### src/rtl/tff_updown_counter_if.sv
// Control and status bundle for the T flip-flop up/down counter.
// The master drives the count controls and the slave (the counter) returns the count and flags.
interface tff_updown_counter_if #(
    parameter int WIDTH = 4
);
    logic             en;
    logic             up;
    logic             load;
    logic [WIDTH-1:0] d;
    logic [WIDTH-1:0] q;
    logic             tc;
    logic             wrap;

    modport master (
        output en, up, load, d,
        input  q, tc, wrap
    );

    modport slave (
        input  en, up, load, d,
        output q, tc, wrap
    );
endinterface

### src/rtl/tff_updown_counter.sv
// Synchronous up/down counter built from per-bit T flip-flops, with parallel load,
// a combinational terminal-count flag and a registered wrap pulse.
module tff_updown_counter #(
    parameter int WIDTH = 4
) (
    input  logic                clk,
    input  logic                reset,
    tff_updown_counter_if.slave bus
);

    logic [WIDTH-1:0] q_r;
    logic             wrap_r;
    logic [WIDTH-1:0] carry_up_s;
    logic [WIDTH-1:0] carry_dn_s;
    logic [WIDTH-1:0] t_s;
    logic             tc_s;

    // Toggle network: bit i toggles when all lower bits are ones (up) or zeros (down).
    always_comb begin
        carry_up_s    = {WIDTH{1'b0}};
        carry_dn_s    = {WIDTH{1'b0}};
        t_s           = {WIDTH{1'b0}};
        carry_up_s[0] = 1'b1;
        carry_dn_s[0] = 1'b1;
        for (int i = 1; i < WIDTH; i++) begin
            carry_up_s[i] = carry_up_s[i-1] & q_r[i-1];
            carry_dn_s[i] = carry_dn_s[i-1] & ~q_r[i-1];
        end
        if (bus.en) begin
            if (bus.up) begin
                t_s = carry_up_s;
            end else begin
                t_s = carry_dn_s;
            end
        end else begin
            t_s = {WIDTH{1'b0}};
        end
    end

    // Terminal count: the next enabled step crosses the boundary; suppressed during load.
    always_comb begin
        tc_s = 1'b0;
        if (bus.load) begin
            tc_s = 1'b0;
        end else if (bus.en) begin
            if (bus.up) begin
                tc_s = &q_r;
            end else begin
                tc_s = ~|q_r;
            end
        end else begin
            tc_s = 1'b0;
        end
    end

    // Count state and wrap pulse; load bypasses the toggle network.
    always_ff @(posedge clk or negedge reset) begin
        if (!reset) begin
            q_r    <= {WIDTH{1'b0}};
            wrap_r <= 1'b0;
        end else if (bus.load) begin
            q_r    <= bus.d;
            wrap_r <= 1'b0;
        end else begin
            q_r    <= q_r ^ t_s;
            wrap_r <= tc_s;
        end
    end

    assign bus.q    = q_r;
    assign bus.tc   = tc_s;
    assign bus.wrap = wrap_r;

endmodule

### src/flat_wrapper.sv
// flat-port wrapper written by rule: the top's interface ports become plain ports
module tff_updown_counter_flat 
#(
    parameter int WIDTH = 4
)
  (clk, reset, bus_en, bus_up, bus_load, bus_d, bus_q, bus_tc, bus_wrap);
  tff_updown_counter_if #(.WIDTH(WIDTH)) bus_i ();
  input  logic clk;
  input  logic reset;
  input wire logic [$bits(bus_i.en)-1:0] bus_en;
  input wire logic [$bits(bus_i.up)-1:0] bus_up;
  input wire logic [$bits(bus_i.load)-1:0] bus_load;
  input wire logic [$bits(bus_i.d)-1:0] bus_d;
  output wire logic [$bits(bus_i.q)-1:0] bus_q;
  output wire logic [$bits(bus_i.tc)-1:0] bus_tc;
  output wire logic [$bits(bus_i.wrap)-1:0] bus_wrap;
  assign bus_i.en = bus_en;
  assign bus_i.up = bus_up;
  assign bus_i.load = bus_load;
  assign bus_i.d = bus_d;
  assign bus_q = bus_i.q;
  assign bus_tc = bus_i.tc;
  assign bus_wrap = bus_i.wrap;
  tff_updown_counter #(.WIDTH(WIDTH)) u_core (.clk(clk), .reset(reset), .bus(bus_i));
endmodule
### config.mk
export PLATFORM = sky130hd
export DESIGN_NAME = tff_updown_counter_flat
export DESIGN_NICKNAME = d
export VERILOG_FILES = /design/src/rtl/tff_updown_counter_if.sv /design/src/rtl/tff_updown_counter.sv /design/src/flat_wrapper.sv
export SDC_FILE = /design/constraint.sdc
export NUM_CORES = 1
export LEC_CHECK = 0
export CORE_AREA = 10 10 47 49
export DETAILED_ROUTE_END_ITERATION = 8
export DIE_AREA = 0 0 57 59
export GPL_ROUTABILITY_DRIVEN = 0
export HOLD_SLACK_MARGIN = 0.08
export PLACE_DENSITY = 0.49
export SLEW_MARGIN = 20
export SYNTH_ARGS = -nofsm -noshare
export SYNTH_HDL_FRONTEND = slang
export SYNTH_SLANG_ARGS = --single-unit
### constraint.sdc
create_clock -name clk -period 2 [get_ports clk]
set_input_delay 0.5 -clock clk [delete_from_list [all_inputs] [get_ports clk]]
set_output_delay 0.5 -clock clk [all_outputs]
set_load 0.01 [all_outputs]
# [Yosys cells after proc, flatten, opt, wreduce, memory -nomap -nowiden]
# Cells that the tools add are included.
[op_classes] addsub=0 n_mul=0 div=0 magnitude_cmp=0 eq_ne=0 shifts=0 mux=7 bitwise=8 n_reduce_logical=3
[op_table] cell="4-bit two-way mux" n=3
[op_table] cell="1-bit bitwise AND" n=4
[op_table] cell="1-bit two-way mux" n=4
[op_table] cell="4-bit AND reduction" n=1
[op_table] cell="4-bit OR reduction" n=1
[op_table] cell="4-bit bitwise XOR" n=1
[op_table] cell="1-bit NOT" n=3
[op_table] cell="1-bit logical NOT" n=1
[word_totals] ff_bits=5 latch_bits=0 mem_bits_rw=0 romBits=0 inputBits=9 word_cells=20 memories=0

# [Longest topological paths before layout]
[depth] depth_word=7 ltp_mapped=4 mapped_depth_nobuf=3

# [Worst setup path before layout]
# OpenSTA, ideal clock, no wires.
[synth_path] path_kind="input -> output" from="in bus_up" to="out bus_tc" arrival_time_ps=1309 required_time_ps=1500 slack_ps=191 stages=3 path_cell_list="nor4_1 mux2i_1 nor3b_1"
[synth_via] elab_chain_len=3
[synth_lines] item="start, declared" line="flat_wrapper.sv:11" source="input wire logic [$bits(bus_i.up)-1:0] bus_up;"
[synth_lines] item="1-bit two-way mux" line="tff_updown_counter.sv:46" source="if (bus.up) begin"
[synth_lines] item="1-bit two-way mux" line="tff_updown_counter.sv:45" source="end else if (bus.en) begin"
[synth_lines] item="1-bit two-way mux" line="tff_updown_counter.sv:43" source="if (bus.load) begin"
[synth_lines] item="end, declared" line="flat_wrapper.sv:15" source="output wire logic [$bits(bus_i.tc)-1:0] bus_tc;"
# No other way between the ends.

# [Final worst setup path]
[layout_path] from="reg u_core.q_r[1], in the netlist u_core.bus.q[1]" to="out bus_q[1]"
[layout_rtl] item="start, declared" line="tff_updown_counter.sv:11" source="logic [WIDTH-1:0] q_r;"
[layout_rtl] item="start signal, assigned" line="tff_updown_counter.sv:59" source="q_r <= {WIDTH{1'b0}};"
[layout_rtl] item="start signal, assigned" line="tff_updown_counter.sv:62" source="q_r <= bus.d;"
[layout_rtl] item="start signal, assigned" line="tff_updown_counter.sv:65" source="q_r <= q_r ^ t_s;"
[layout_rtl] item="end, declared" line="flat_wrapper.sv:14" source="output wire logic [$bits(bus_i.q)-1:0] bus_q;"
# No word-level cell between the ends.

==> results_dict.tcl <==
set metrics [dict create \
    synth-xor-area-share_pct 5.556 \
    min_path_type "in -> async" \
    cp.arrival_ps 1450 \
    fmax_ghz 0.5134 \
    cp-startpoint "u_core.bus.q[1]" \
    drc 0 \
    postLayoutCellArea_sq_um 593.1 \
    clk_latency_ps 250 \
    crit_path_frequent_cell "buf_4" \
    leakage_uw 0.0002660 \
    rsz0062_at_grt "yes" \
    die-height_um 59 \
    path_depth 3 \
    grt_pass1_wl_mm 1.649 \
    clock_skew_ps 2.693 \
    critical_path.top_delay_family "buffers and inverters" \
    rows 14 \
    worst_pin_slew_ps 233.6 \
    via_count 367 \
    multi_input_area_sq_um 195.2 \
    synthSimpleGateAreaFrac_pct 34.13 \
    worst_setup_path_end_kind "primary output" \
    outcome "completed" \
    synthAdderAreaFrac_pct 0 \
    ys_seq_elements 5 \
    max_slew_margin_pct 84.38 \
    nFillCells 154 \
    r2r_cells 5 \
    io-pin-count 15 \
    timing.final.crit_share_pct 97.38 \
    path_cells "buf_4 -> buf_4 -> clkdlybuf4s50_1" \
    synthMuxAreaShare_pct 3.175 \
    r2r-end "u_core.bus.q[2]" \
    clk_path_buf_depth 2 \
    yosysSeqAreaShare_pct 39.68 \
    syn-cell-area_sq_um 315.3 \
    power.density_nw_per_um2 643.7 \
    cts_tree "yes" \
    grt_max_degree 12 \
    fp.dieArea_sq_um 3363 \
    worst_slack_ps 52.38 \
    worstSetupEndpoint "bus_q[1]" \
    synth_compound_area_share_pct 12.70 \
    cts_made_buffers 3 \
    grt_pass1_vias 395 \
    portBuffers 14 \
    crit_type "reg -> out" \
    drive_gt1_share_pct 34.43 \
    drv_cap 0 \
    grt-ovfl-total 0 \
    avgViaCountPerCell 4.766 \
    place_area_sq_um 539.3 \
    start_util_pct 22.50 \
    syn_to_final_growth_pct 88.10 \
    synth_area_per_cell_sq_um 9.555 \
    required_ps 1500 \
    min_period_ps 1948 \
    yosys_warnings 0 \
    cpPeakStageDelay_ps 540 \
    syn-num-nets 42 \
    slowest_stage "clkdlybuf4s50_1" \
    synth_most_common_cell "dfrtp_1" \
    postSynthCellCount 33 \
    cp_num_buf_inv 3 \
    antenna_found_initial 0 \
    dr.pass1.iters 2 \
    p_total_uw 381.8 \
    setup_violations 0 \
    crit_fanout 5 \
    detailedPlace.worstSlack_ps -873.7 \
    grt_usage_pct 6.353 \
    ys_top_cells_by_count "dfrtp_1, nand3_1" \
    wl_mm 1.024 \
    clk_transition_reported_paths_ps 50 \
    cts-root-buf "clkbuf_4" \
    crit_path_start_kind "register" \
    synth-async-reset-ratio_pct 100.0 \
    final_nets 71 \
    wl_per_cell_um 13.30 \
    ys_top_cells_by_area "dfrtp_1, xnor2_1, nand3_1" \
    synth_edf_count 0 \
    first_iter_violations 2 \
    ant_nets 0 \
    netlist.area_leader.share_pct 39.68 \
    synth-main-ff-cell "dfrtp_1" \
    htreeDepth 1 \
    slew_violations 0 \
    synth_top_family_by_area "simple AND/OR/NAND/NOR gates" \
    diodes 0 \
    yosysUniqueCellTypes 22 \
    register_area_sq_um 125.1 \
    core-area_sq_um 1401 \
    hold_violations 0 \
    synth_top_area_cell "dfrtp_1" \
    clkSinkCount 5 \
    ff2ff_setup_slack_ps 220 \
    dieWidth_um 57 \
    r2r_start "u_core.bus.q[0]" \
    vdd_drop_max_mv 0.2922 \
]
==> metrics by stage <==
| stage | cells | hold WS (ps) | util (%) | setup TNS (ps) |
|---|---|---|---|---|
| after global routing | 77 | 477.8 | 42.32 | -57.70 |
| after global placement | 71 | 632.8 | 38.48 | -919.6 |
| after floorplan | 33 | 204.4 | - | 0 |
| after CTS | 76 | 475.4 | 41.25 | -22.01 |
| final | 77 | 476.3 | 42.32 | 0 |
| after detailed placement | 71 | 654.1 | 38.48 | -1085 |
==> sequential cells by signal, indices dropped and copies added (netlist names) <==
signal and cells:
u_core.bus.q 4, u_core.bus.wrap 1
==> logic make-up after synthesis <==
kind of cell / after synthesis
flops: 5
buf+inv: 3
compound gates: 6
xor+xnor: 2
mux: 1
simple gates: 16
==> final cells by class <==
type                    instances  area share, %
clock buffers                   4          4.430
inverters                       1         0.6329
multi-input cells              25          32.91
flip-flops and latches          5          21.10
well taps                      16          3.376
repair buffers                 26          37.55
==> power by group <==
group          internal (uW)  leakage (uW)  switching [uW]  total, uW
Combinational           84.0      0.000190            52.3        136
Clock                   75.7     0.0000150            45.4        121
Sequential               113     0.0000610            11.6        124
Total                    272      0.000266             109        382
==> repair_timing <==
item,CTS,global route
pin swaps,3,2
hold buffers,0,0
endpoints found under the setup margin,1,1
resized for setup,7,4
setup buffers,1,1
==> layout by cell type (no fill, tap or decap), drive strengths merged, types with 3 or more instances in the layout <==
cell type | netlist | routed
buf | 1 | 13
clkdlybuf4s50 | 0 | 11
dfrtp | 5 | 5
clkbuf | 1 | 5
nand3 | 3 | 3
==> worst min path at each step <==
| stage | slack, ps | endpoint | depth (start not counted) |
|---|---|---|---|
| 6_report | 480 | u_core.bus.q[2] | 1 |
| 5_1_grt | 480 | u_core.bus.q[2] | 1 |
| 4_1_cts | 480 | u_core.bus.q[1] | 1 |
| 3_5_place_dp | 650 | u_core.bus.q[3] | 3 |
| 3_3_place_gp | 630 | u_core.bus.wrap | 3 |
| 2_1_floorplan | 200 | u_core.bus.q[0] | 0 |
==> per-layer routing <==
layer	part of all wire, %	GRT usage [%]
met2	56	11.01
met4	1.9	6.040
met1	35	5.344
met3	7.2	2.790
met5	0	0
==> worst reg2reg max path, stage by stage (launching register included) <==
cell     delay, ps
dfrtp_1        410
buf_4          150
buf_4          140
or4b_4         510
and3_4         190
o31a_1         270
No activity file was read; power rests on OpenSTA's default activity.
